[src/rtl/ps2_pkg.sv]
// ps2_pkg: constants shared by the PS/2 host transmitter and the PS/2 receiver.
//   ST_*      host transmitter FSM state encodings
//   PS2_BITS  bits per PS/2 frame (start, 8 data, parity, stop)
//   CNT_W     width of the shared inhibit/timeout counter
//   odd_parity()  parity bit that makes the total count of ones (data + parity) odd
package ps2_pkg;

    localparam int PS2_BITS = 11;
    localparam int CNT_W    = 20;

    localparam logic [2:0] ST_IDLE      = 3'd0;
    localparam logic [2:0] ST_INHIBIT   = 3'd1;
    localparam logic [2:0] ST_RTS       = 3'd2;
    localparam logic [2:0] ST_SEND      = 3'd3;
    localparam logic [2:0] ST_ACK       = 3'd4;
    localparam logic [2:0] ST_WAIT_IDLE = 3'd5;

    function automatic logic odd_parity(input logic [7:0] d);
        return ~^d;
    endfunction

endpackage

[src/rtl/ps2_host_tx_if.sv]
// ps2_host_tx_if: CPU-side command handshake of the PS/2 host transmitter.
//   tx_data     byte to send
//   tx_start    1-cycle send request
//   tx_ready    transmitter idle
//   tx_done     1-cycle pulse, frame acknowledged by the device
//   tx_err      1-cycle pulse, timeout or missing ACK
//   rx_inhibit  frame in progress; the receiver ignores the lines
interface ps2_host_tx_if;

    logic [7:0] tx_data;
    logic       tx_start;
    logic       tx_ready;
    logic       tx_done;
    logic       tx_err;
    logic       rx_inhibit;

    modport master (output tx_data, tx_start,
                    input  tx_ready, tx_done, tx_err, rx_inhibit);

    modport slave  (input  tx_data, tx_start,
                    output tx_ready, tx_done, tx_err, rx_inhibit);

endinterface

[src/rtl/ps2_line_filter.sv]
// ps2_line_filter: conditions one raw PS/2 pad input.
//   clki    system clock
//   rst_in  synchronous active-low reset
//   line_i  raw asynchronous pad input
//   filt    synchronized line, changes only after FILTER_LEN consecutive differing samples
//   fall    1-cycle pulse, coincident with filt going 1 -> 0
module ps2_line_filter #(
    parameter int FILTER_LEN = 8
) (
    input  logic clki,
    input  logic rst_in,
    input  logic line_i,
    output logic filt,
    output logic fall
);

    localparam int RW = $clog2(FILTER_LEN + 1);

    logic [1:0]    sync;
    logic [RW-1:0] run;

    always_ff @(posedge clki) begin
        if (!rst_in) begin
            sync <= 2'b11;      // idle PS/2 lines float high
            filt <= 1'b1;
            run  <= '0;
            fall <= 1'b0;
        end else begin
            sync <= {sync[0], line_i};
            fall <= 1'b0;
            if (sync[1] == filt) begin
                run <= '0;
            end else if (run == RW'(FILTER_LEN - 1)) begin
                filt <= sync[1];
                run  <= '0;
                fall <= filt;   // old value 1 means this is a falling transition
            end else begin
                run <= run + 1'b1;
            end
        end
    end

endmodule

[src/rtl/ps2_host_tx.sv]
// ps2_host_tx: host-to-device PS/2 transmitter, sends one command byte to the keyboard.
//   clki         system clock
//   rst_in       synchronous active-low reset
//   bus          command handshake (tx_data/tx_start in, tx_ready/tx_done/tx_err/rx_inhibit out)
//   ps2_clk_i    raw ps2_clk pad input
//   ps2_data_i   raw ps2_data pad input
//   ps2_clk_oe   1 = pull ps2_clk low
//   ps2_data_oe  1 = pull ps2_data low
module ps2_host_tx
    import ps2_pkg::*;
#(
    parameter int INHIBIT_CYC = 5000,
    parameter int TIMEOUT_CYC = 750000,
    parameter int FILTER_LEN  = 8
) (
    input  logic          clki,
    input  logic          rst_in,
    ps2_host_tx_if.slave  bus,
    input  logic          ps2_clk_i,
    input  logic          ps2_data_i,
    output logic          ps2_clk_oe,
    output logic          ps2_data_oe
);

    localparam logic [3:0] LAST_BIT = 4'(PS2_BITS - 2);   // stop bit index

    logic             clk_filt, clk_fall, data_filt, data_fall_unused;
    logic [2:0]       state;
    logic [CNT_W-1:0] cnt;
    logic [3:0]       bit_cnt;
    logic [7:0]       sh;
    logic             par;

    ps2_line_filter #(.FILTER_LEN(FILTER_LEN)) u_clk_filt (
        .clki(clki), .rst_in(rst_in), .line_i(ps2_clk_i),
        .filt(clk_filt), .fall(clk_fall)
    );

    ps2_line_filter #(.FILTER_LEN(FILTER_LEN)) u_data_filt (
        .clki(clki), .rst_in(rst_in), .line_i(ps2_data_i),
        .filt(data_filt), .fall(data_fall_unused)
    );

    always_ff @(posedge clki) begin
        if (!rst_in) begin
            state          <= ST_IDLE;
            bus.tx_ready   <= 1'b1;
            bus.tx_done    <= 1'b0;
            bus.tx_err     <= 1'b0;
            bus.rx_inhibit <= 1'b0;
            ps2_clk_oe     <= 1'b0;
            ps2_data_oe    <= 1'b0;
            cnt            <= '0;
            bit_cnt        <= '0;
            sh             <= '0;
            par            <= 1'b0;
        end else begin
            bus.tx_done <= 1'b0;
            bus.tx_err  <= 1'b0;
            case (state)
                ST_IDLE: begin
                    if (bus.tx_start && bus.tx_ready) begin
                        sh             <= bus.tx_data;
                        par            <= odd_parity(bus.tx_data);
                        bit_cnt        <= '0;
                        cnt            <= '0;
                        ps2_clk_oe     <= 1'b1;
                        bus.tx_ready   <= 1'b0;
                        bus.rx_inhibit <= 1'b1;
                        state          <= ST_INHIBIT;
                    end else begin
                        // ready rises one cycle after a done/err pulse
                        bus.tx_ready   <= 1'b1;
                        bus.rx_inhibit <= 1'b0;
                    end
                end
                ST_INHIBIT: begin
                    if (cnt == CNT_W'(INHIBIT_CYC - 1)) begin
                        ps2_data_oe <= 1'b1;        // start bit
                        state       <= ST_RTS;
                    end else begin
                        cnt <= cnt + 1'b1;
                    end
                end
                ST_RTS: begin
                    ps2_clk_oe <= 1'b0;             // hand the clock to the device
                    cnt        <= '0;
                    state      <= ST_SEND;
                end
                default: begin
                    // SEND / ACK / WAIT_IDLE share the timeout; it wins over a same-cycle fall
                    if (cnt == CNT_W'(TIMEOUT_CYC - 1)) begin
                        ps2_clk_oe     <= 1'b0;
                        ps2_data_oe    <= 1'b0;
                        bus.tx_err     <= 1'b1;
                        bus.rx_inhibit <= 1'b0;
                        state          <= ST_IDLE;
                    end else begin
                        cnt <= cnt + 1'b1;
                        case (state)
                            ST_SEND: if (clk_fall) begin
                                bit_cnt <= bit_cnt + 1'b1;
                                if (bit_cnt < 4'd8) begin
                                    ps2_data_oe <= ~sh[0];
                                    sh          <= {1'b0, sh[7:1]};
                                end else if (bit_cnt != LAST_BIT) begin
                                    ps2_data_oe <= ~par;
                                end else begin
                                    ps2_data_oe <= 1'b0;    // stop bit: release
                                    state       <= ST_ACK;
                                end
                            end
                            ST_ACK: if (clk_fall) begin
                                if (!data_filt) begin
                                    state <= ST_WAIT_IDLE;
                                end else begin
                                    bus.tx_err     <= 1'b1;
                                    bus.rx_inhibit <= 1'b0;
                                    state          <= ST_IDLE;
                                end
                            end
                            ST_WAIT_IDLE: if (clk_filt && data_filt) begin
                                bus.tx_done    <= 1'b1;
                                bus.rx_inhibit <= 1'b0;
                                state          <= ST_IDLE;
                            end
                            default: begin
                                bus.rx_inhibit <= 1'b0;
                                state          <= ST_IDLE;
                            end
                        endcase
                    end
                end
            endcase
        end
    end

endmodule

[src/flat_wrapper.sv]
// flat-port wrapper written by rule: the top's interface ports become plain ports
module ps2_host_tx_flat import ps2_pkg::*;
#(
    parameter int INHIBIT_CYC = 5000,
    parameter int TIMEOUT_CYC = 750000,
    parameter int FILTER_LEN  = 8
)
  (clki, rst_in, ps2_clk_i, ps2_data_i, ps2_clk_oe, ps2_data_oe, bus_tx_data, bus_tx_start, bus_tx_ready, bus_tx_done, bus_tx_err, bus_rx_inhibit);
  ps2_host_tx_if bus_i ();
  input  logic clki;
  input  logic rst_in;
  input  logic ps2_clk_i;
  input  logic ps2_data_i;
  output logic ps2_clk_oe;
  output logic ps2_data_oe;
  input wire logic [$bits(bus_i.tx_data)-1:0] bus_tx_data;
  input wire logic [$bits(bus_i.tx_start)-1:0] bus_tx_start;
  output wire logic [$bits(bus_i.tx_ready)-1:0] bus_tx_ready;
  output wire logic [$bits(bus_i.tx_done)-1:0] bus_tx_done;
  output wire logic [$bits(bus_i.tx_err)-1:0] bus_tx_err;
  output wire logic [$bits(bus_i.rx_inhibit)-1:0] bus_rx_inhibit;
  assign bus_i.tx_data = bus_tx_data;
  assign bus_i.tx_start = bus_tx_start;
  assign bus_tx_ready = bus_i.tx_ready;
  assign bus_tx_done = bus_i.tx_done;
  assign bus_tx_err = bus_i.tx_err;
  assign bus_rx_inhibit = bus_i.rx_inhibit;
  ps2_host_tx #(.INHIBIT_CYC(INHIBIT_CYC), .TIMEOUT_CYC(TIMEOUT_CYC), .FILTER_LEN(FILTER_LEN)) u_core (.clki(clki), .rst_in(rst_in), .bus(bus_i), .ps2_clk_i(ps2_clk_i), .ps2_data_i(ps2_data_i), .ps2_clk_oe(ps2_clk_oe), .ps2_data_oe(ps2_data_oe));
endmodule
[config.mk]
export PLATFORM = sky130hd
export DESIGN_NAME = ps2_host_tx_flat
export DESIGN_NICKNAME = d
export VERILOG_FILES = /design/src/rtl/ps2_pkg.sv /design/src/rtl/ps2_host_tx_if.sv /design/src/rtl/ps2_line_filter.sv /design/src/rtl/ps2_host_tx.sv /design/src/flat_wrapper.sv
export SDC_FILE = /design/constraint.sdc
export NUM_CORES = 1
export LEC_CHECK = 0
export CAP_MARGIN = 20
export CORE_MARGIN = 2
export CORE_UTILIZATION = 63
export CTS_CLUSTER_DIAMETER = 50
export DETAILED_ROUTE_END_ITERATION = 12
export PLACE_DENSITY = 0.89
export REMOVE_ABC_BUFFERS = 1
export SYNTH_ARGS = -nofsm -noshare
export SYNTH_HDL_FRONTEND = slang
export SYNTH_SLANG_ARGS = --single-unit
[constraint.sdc]
create_clock -name clki -period 4.75 [get_ports clki]
set_input_delay 0.95 -clock clki [delete_from_list [all_inputs] [get_ports clki]]
set_output_delay 0.95 -clock clki [all_outputs]
set_load 0.01 [all_outputs]
==> summary.md <==
| Metric | Value |
|---|---|
| Leakage power | 1.24 nW |
| WP buf/inv | 3 |
| Fin. Hold Viols | 0 |
| Register area share after synthesis | 39.4% |
| Ports | 19 |
| Hold-fix buffers at CTS | 0 |
| WS Path Type | input pin to register |
| I/O Buffers | 18 |
| Post-DP HPWL | 4350 um |
| Yosys cell types | 51 |
| Syn. warnings | 0 |
| Crit path largest cell delay | 0.50 ns |
| Die Wd | 71.8 um |
| Met2 routed WL | 2880 um |
| Uppermost layer routed | met4 |
| Outcome | complete, no violations |
| Worst Skew | 0.00852 ns |
| Post-CTS Setup Inserts | 0 |
| Mapped Avg Cell Area | 8.74 um2 |
| Seq cells post-synth | 57 |
| Total number of vias | 2537 |
| Critical path required time | 5.02 ns |
| Cell Area, Synth | 2890 um2 |
| H-tree depth | 3 |
| Worst path slowest cell | or4_1 |
| Power Dens Cells | 437 nW/um2 |
| CORE AREA | 4380 um2 |
| Largest net degree at the start of global routing | 25 |
| Root Driver | clkbuf_8 |
| GP Congestion | 0.947 |
| Post-route DRC | 0 |
| Routed WL per cell | 15.5 um |
| Area occupied by multi-input gates | 1650 um2 |
| Met3 WL | 405 um |
| Final period util | 55.9% |
| Levels on crit path | 7 |
| Initial antenna violation count | 0 |
| Grt ovf | 0 |
| DIE HEIGHT | 71.8 um |
| Rel. slew slack | 37.1% |
| Vias in the first global route | 2434 |
| Peak VDD IR | 309 uV |
| P&R area growth vs syn | 14.4% |
| Gr usage total | 27.1% |
| Hold WC Path Type | register to register |
| Async SR Flop Fraction | 0% |
| Slew Viols, Final | 0 |
| Nets | 364 |
| Most frequent cells in the layout | 57 x dfxtp_1, 33 x nand2_1, 31 x nor2_1 |
| First-pass GRT wire length | 11000 um |
| Most common cell after layout, fill and taps aside | dfxtp_1 |
| # fillers | 312 |
| Tmin final | 2.65 ns |
| Seq. cell area | 1140 um2 |
| EDFF count, synth | 0 |
| Cell chain of the critical path | clkdlybuf4s50_1 > a2111oi_2 > buf_4 > o31ai_1 > buf_4 > or4_1 > nand2_1 |
| CTS tree | built |
| Num rows | 24 |
| Final setup violating endpoints | 0 |
| Layout cell share with drive strength beyond 1 | 7.98% |
| TritonCTS Buffers | 9 |
| First DRT Iteration DRCs | 342 |
| Worst EP arrival | 2.93 ns |
| Top Family by Delay on Critical Path | buffers and inverters |
| Post-DR vias/cell | 6.30 |
| DRT antenna net count | 0 |
| Clk buf depth | 2 |
| Diode count | 0 |
| Fmax | 0.377 GHz |
| Worst Tran Pin Value | 0.943 ns |
| Number of max-cap violations | 0 |
| Crit path max fanout | 17 |
| M1 WL | 2800 um |
| Later-pin clock latency in the skew report | 0.34 ns |
| Finished Core Util | 75.5% |
| Final WL | 6230 um |
| Clock Pin Slew Worst Setup and Hold Paths | 0.07 ns |
| Crit path top cell by count | buf_4 |
| Die ar. | 5150 um2 |
| Setup TNS | 0 ns |
| Ys flop type | dfxtp_1 |
| First drt pass iteration count | 5 |
| RSZ-0062 raised after global routing | no |
| CP Launch Type | input pin |
| Post-CTS sizing | 0 |
| Worst Setup End Kind | register |
| Initial Utilization | 66.0% |
| Cells after Synth | 331 |
| Reg-to-reg slack, setup | 2.28 ns |
| Hold-critical path depth | 1 |
| FF-to-FF path depth | 5 |
| CTS Sinks | 57 |
==> worst register-to-register path: stages, from the launching register on <==
cell      delay, ns
dfxtp_1        0.67
and3b_1        0.38
nand2_1        0.10
a311oi_2       0.82
o221ai_1       0.22
o311a_1        0.17
==> power by group <==
group	switching [mW]	internal, mW
clock network	0.187	0.284
logic	0.208	0.175
registers	0.0646	0.530
total	0.460	0.989
==> final timing paths <==
check                                              end                                 start
setup / recovery           u_core.cnt[11]$_SDFFE_PN0P_                          bus_tx_start
hold / removal    u_core.u_clk_filt.sync[1]$_SDFF_PN1_  u_core.u_clk_filt.sync[0]$_SDFF_PN1_
setup reg to reg             u_core.sh[6]$_SDFFE_PN0P_          u_core.state[1]$_SDFFE_PN0P_
hold reg to reg   u_core.u_clk_filt.sync[1]$_SDFF_PN1_  u_core.u_clk_filt.sync[0]$_SDFF_PN1_
==> layer usage <==
metal / up-vias / global-route usage (%)
met5: - / 0
met4: 0 / 14.0
met3: 16 / 5.63
met2: 94 / 42.5
met1: 1192 / 35.2
li1: 1235 / -
==> state kept, by name (all words and copies together) (netlist names), 2 cells and up <==
signal and cells:
u_core.bit_cnt 4, u_core.cnt 20, u_core.sh 8, u_core.state 3, u_core.u_clk_filt.run 4, u_core.u_clk_filt.sync 2
u_core.u_data_filt.run 4, u_core.u_data_filt.sync 2
==> synth_stat cells (6+ instances only) <==
master	n	area, um2
xnor2_1	11	96.3
nand2_1	33	124
and3_1	8	50.1
nand3_1	15	75.1
nand4_1	10	62.6
o21ai_0	15	75.1
inv_1	7	26.3
mux2i_1	14	140
a21oi_1	8	40.0
o311a_1	7	70.1
dfxtp_1	57	1140
nor3_1	6	30.0
clkbuf_1	14	52.6
nor2_1	31	116
or4_1	6	45.0
xor2_1	18	158
nand2b_1	7	43.8
==> cells by family after synthesis <==
family | synth area share [%]
adder cells (fa/ha/maj) | 2.16
multiplexers | 4.84
AO/OA/AOI/OAI | 15.5
buffers and inverters | 3.42
flip-flops | 39.4
XOR/XNOR | 8.78
AND/OR/NAND/NOR | 25.9
==> cell type report <==
type,instances,area share [%]
Sequential cell,57,34.5
Multi-Input combinational cell,249,49.9
Clock inverter,4,1.51
Tap cell,52,1.96
Clock buffer,12,4.99
Inverter,7,0.793
Timing Repair Buffer,22,6.35
==> per-stage QoR <==
step                instances  hold slack, ns  cell area, um2  setup slack [ns]  total power [mW]
global route              403           0.410            3310              2.01              1.53
CTS                       403           0.404            3310              2.12              1.45
detailed placement        387           0.392            3100              1.76             0.983
finish                    403           0.404            3310              2.10              1.45
global placement          387           0.390            3100              1.78             0.967
floorplan                 313           0.386            2820              1.83             0.854
(Power assumes the default switching activity.)
==> variant 1, RTL diff (same settings) <==
Set the package constant `CNT_W` to 40 (it was 20).
--- a/src/rtl/ps2_pkg.sv
+++ b/src/rtl/ps2_pkg.sv
@@ -6,7 +6,7 @@
 package ps2_pkg;
 
     localparam int PS2_BITS = 11;
-    localparam int CNT_W    = 20;
+    localparam int CNT_W    = 40;
 
     localparam logic [2:0] ST_IDLE      = 3'd0;
     localparam logic [2:0] ST_INHIBIT   = 3'd1;
Behaviour: no difference found for any inputs over 10 cycles, from zero or initial values and one cycle with rst_in low; that may be too few to reach the edited logic, so the function may still have changed.
==> variant 1 against the original RTL <==
Sequential cell count grew 20. Worst hold slack gained 34 ps. Wire length grew 45%. Cell count grew 42%. Total power grew 11%. Count of clock-buffer cells in the layout shrank 3. Worst setup slack lost 280 ps. Area after synthesis grew 35%. Final area grew 30%. Sequential share of layout area grew 1.3 points.
==> variant 1: results (changes against the original RTL) <==
GRT
  – Largest net degree at the start of global routing: 26 (+4.0%)
  – Global-route wire length before repair: 15100 um (+37%)
  – M3 GR Usage: 5.37% (-0.26 points)
  – Total track usage: 26.6% (-0.50 points)

Timing
  – Final Hold Slack: 437 ps (+33.5 ps)
  – Clock Skew: 6.68 ps (-1.83 ps)

Layout
  – Layout cells sized above 1: 6.44% (-1.5 points)
  – Nets@finish: 510 (+40%)
  – Biggest regs: u_core.cnt (40), u_core.sh (8)

Worst setup path
  – Crit-path slowest cell: nor4_1
  – Delay of the slowest critical-path stage: 930 ps (+430 ps)
  – Worst Path Arrival: 3170 ps (+240 ps)
  – Critical Path Source: u_core.cnt[0]
  – Flop2flop setup slack: 1820 ps (-460 ps)
  – RR Endpoint: u_core.cnt[32]
  – R2R Path Start: u_core.cnt[0]

Synthesis
  – Most frequent cells after synthesis: dfxtp_1 (77), nor2_1 (60), nand2_1 (50), nand3_1 (29), a21oi_1 (24)
  – Post-synthesis cell type count: 60 (+18%)

Routing
  – DR WL/cell: 15.8 um (+2.3%)
  – Routed vias: 3646 (+44%)
  – Drt initial violations: 400 (+17%)

Run status
  – Status: complete, no violations

Place
  – Placed Area: 0.00411 mm2 (+33%)
  – Final Wtd Congestion: 0.909 (-4.0%)

Power and ir drop
  – Worst vdd ir: 0.000238 V (-23%)
[variant 1: cell count changes after synthesis, sizes merged, moves of 6 or more]
| cell | before | now |
|---|---|---|
| o21ai | 15 | 27 |
| dfxtp | 57 | 77 |
| o311a | 7 | 0 |
| mux2i | 14 | 4 |
| a311oi | 1 | 7 |
| nand3 | 16 | 29 |
| a31oi | 2 | 11 |
| nor2 | 31 | 60 |
| nand2 | 33 | 51 |
| a21oi | 8 | 25 |
| nor3 | 7 | 15 |
[variant 1: cell type report]
class	instances	area [um2]
clock buffer	9	124
clock inverter	7	76.3
fill	453	1650
inverter	10	37.5
multi-input combinational	371	2220
sequential	77	1540
tap	75	93.8
timing repair buffer	23	218
[variant 1: kinds of logic after synthesis]
logic type / share of synthesized area (%)
AOI/OAI and AO/OA: 17.6
xor gates and xnor gates: 6.49
adders and majority gates: 1.60
buffers and inverters: 3.96
DFF: 39.4
muxes: 1.02
and+or+nand+nor: 29.9
[variant 1: power by group through the flow]
| stage | logic, mW | clock network, mW | registers, mW |
|---|---|---|---|
| after detailed placement | 0.378 | 0 | 0.740 |
| after floorplan | 0.259 | 0 | 0.734 |
| after CTS | 0.382 | 0.503 | 0.726 |
| after global routing | 0.425 | 0.531 | 0.735 |
| final | 0.387 | 0.498 | 0.727 |
| after global placement | 0.364 | 0 | 0.739 |
[variant 1: routing by layer]
layer	routed length, um	part of all wire [%]
met5	0	0
met1	4090	45
met4	290	3.2
met2	4070	45
met3	600	6.6
==> variant 2, RTL diff (config.mk and constraints unchanged) <==
Made on the original files. Reset style: asynchronous (`rst_in`), changed in 2 clocked blocks. Comments in the files are not updated.
--- a/src/rtl/ps2_line_filter.sv
+++ b/src/rtl/ps2_line_filter.sv
@@ -19,7 +19,7 @@
     logic [1:0]    sync;
     logic [RW-1:0] run;
 
-    always_ff @(posedge clki) begin
+    always_ff @(posedge clki or negedge rst_in) begin
         if (!rst_in) begin
             sync <= 2'b11;      // idle PS/2 lines float high
             filt <= 1'b1;
--- a/src/rtl/ps2_host_tx.sv
+++ b/src/rtl/ps2_host_tx.sv
@@ -41,7 +41,7 @@
         .filt(data_filt), .fall(data_fall_unused)
     );
 
-    always_ff @(posedge clki) begin
+    always_ff @(posedge clki or negedge rst_in) begin
         if (!rst_in) begin
             state          <= ST_IDLE;
             bus.tx_ready   <= 1'b1;
Behaviour: differs if rst_in is asserted again (counterexample within 4 cycles, from zero or initial values and one cycle with rst_in low); with rst_in held inactive, the same outputs for 10 cycles.
==> variant 2 against the original RTL <==
Via count down 0.75%. Utilization shrank 1.1 points. Area after synthesis increased by 7.0%. Sequential cell count unchanged. Wire length grew 8.2%. Worst setup slack improved by 56 ps. Final area grew 6.2%.
Power is not compared: it rests on default switching activity, and its combinational part moved more than twofold at a synthesized area within 25%.
==> variant 2: results (changes against the original RTL) <==
Synthesis
  – EDFF count, synth: 0 (unchanged)
  – Post-synthesis cell type count: 57 (+12%)
  – Main area contributors after synthesis: dfrtp_1 (40%), dfstp_2 (5.9%), o21ai_0 (4.4%)
  – Part of the Yosys area used for sequential elements: 46.3% (+6.9 points)
  – YS warnings: 0 (unchanged)
  – Ys async rst share: 100% (+100 points)
  – Synth Area per Inst: 9.93 um2 (+14%)
  – Most frequent cells after synthesis: dfrtp_1 (50), nor2_1 (27), o21ai_0 (27), nand2_1 (17), nand3_1 (16)

Place
  – HPWL after DPL: 4640 um (+6.8%)
  – # port buffers: 18 (unchanged)
  – Inst Count DP: 383 (-1.0%)
  – Final Wtd Congestion: 0.924 (-2.5%)
  – Placed Area: 0.00331 mm2 (+6.8%)
  – Pre-CTS WS: 2130 ps (+368 ps)

Layout
  – Biggest regs: u_core.cnt (20), u_core.sh (8)
  – N_diodes: 0 (unchanged)
  – Nets@finish: 346 (-4.9%)
  – Layout cells sized above 1: 15.9% (+7.9 points)
  – Fin cells: 400 (-0.74%)

Worst setup path
  – Maximum fanout along the worst path: 18 (+1)
  – Cell depth of the worst flop-to-flop path: 5 (unchanged)
  – Critical Path Source: u_core.cnt[10]
  – Worst Path Arrival: 2780 ps (-150 ps)

Clock network
  – Clock root cell: clkbuf_8
  – Clock-pin slew on the worst setup and hold paths: 70 ps (about the same)
  – Worst skew pair latency: 340 ps (about the same)
  – Post-CTS Resized: 0 (unchanged)
  – Max Buffers Root-to-Sink: 2 (unchanged)
  – TritonCTS buffer count: 9 (unchanged)
  – CTS HTree Levels: 3 (unchanged)

Run status
  – Status: complete, no violations

Worst hold path
  – Hold-critical path depth: 0 (-1)
  – Min-Delay Path Class: flop to flop
  – Min-delay src: u_core.u_data_filt.sync[0]

Routing
  – Final WL: 6740 um (+8.2%)
  – Drt pass-1 iters: 4 (-1)
  – Drt initial violations: 235 (-31%)
  – Routed vias: 2518 (-0.75%)

Power and ir drop
  – Psw: slightly above 0.3 mW
  – Comb pwr share: between 10 and 15%
  – Pleak: 1.40 nW
  – Sequential Power: 0.568 mW

Timing
  – Clock Skew: 10.8 ps (+2.33 ps)
  – Max-slew headroom: 49.7% (+13 points)

GRT
  – Largest net degree at the start of global routing: 33 (+32%)
  – Global-route wire length before repair: 11600 um (+5.3%)
  – Total track usage: 27.8% (+0.76 points)
  – Antenna violations before repair: 0 (unchanged)
-- variant 2: changes by cell type after synthesis, moves of 8 or more --
cell / change
o31ai_1: +9
mux2_2: +8
o21ai_0: +12
xor2_1: -17
nand2_1: -16
mux2i_1: -12
dfrtp_1: +50
dfxtp_1: -57
-- variant 2: cell families (layout without fill, tap and decap cells) --
logic type,Yosys count,in the layout,share of synthesized area (%)
adder cells (fa/ha/maj),5,5,2.02
AO/OA/AOI/OAI,85,85,19.1
AND/OR/NAND/NOR,111,111,19.1
XOR/XNOR,11,11,3.11
multiplexers,17,17,6.95
buffers and inverters,26,47,3.35
flip-flops,57,57,46.3
-- variant 2: per-layer routing --
metal,vias to the layer above,global-route usage (%),wire (um)
li1,1199,-,-
met1,1240,34.7,2840
met2,69,46.9,3500
met3,10,7.72,284
met4,0,9.49,113
met5,-,0,0
-- variant 2: cell type report --
cell class	instances	area (um2)
Fill cell	330	1210
Timing Repair Buffer	22	203
Clock inverter	7	77.6
Tap cell	67	83.8
Inverter	9	33.8
Clock buffer	9	124
Multi-Input combinational cell	229	1560
Sequential cell	57	1440
-- variant 2: worst max-delay path, cell delays in order (launching register included) --
cell     delay, ps
dfrtp_1        440
nor4_1         510
nand2_1        350
nor2_1         280
o31a_1         650
o21ai_0        220
-- variant 2: final timing paths --
| kind | to | slack [ps] |
|---|---|---|
| max | u_core.cnt[16] | 2150 |
| max reg2reg | u_core.cnt[16] | 2150 |
| min in group asynchronous | u_core.cnt[17] | 610 |
| max in group asynchronous | u_core.u_clk_filt.sync[0] | 3280 |
| min reg2reg | u_core.u_data_filt.sync[1] | 360 |
| min | u_core.u_data_filt.sync[1] | 360 |
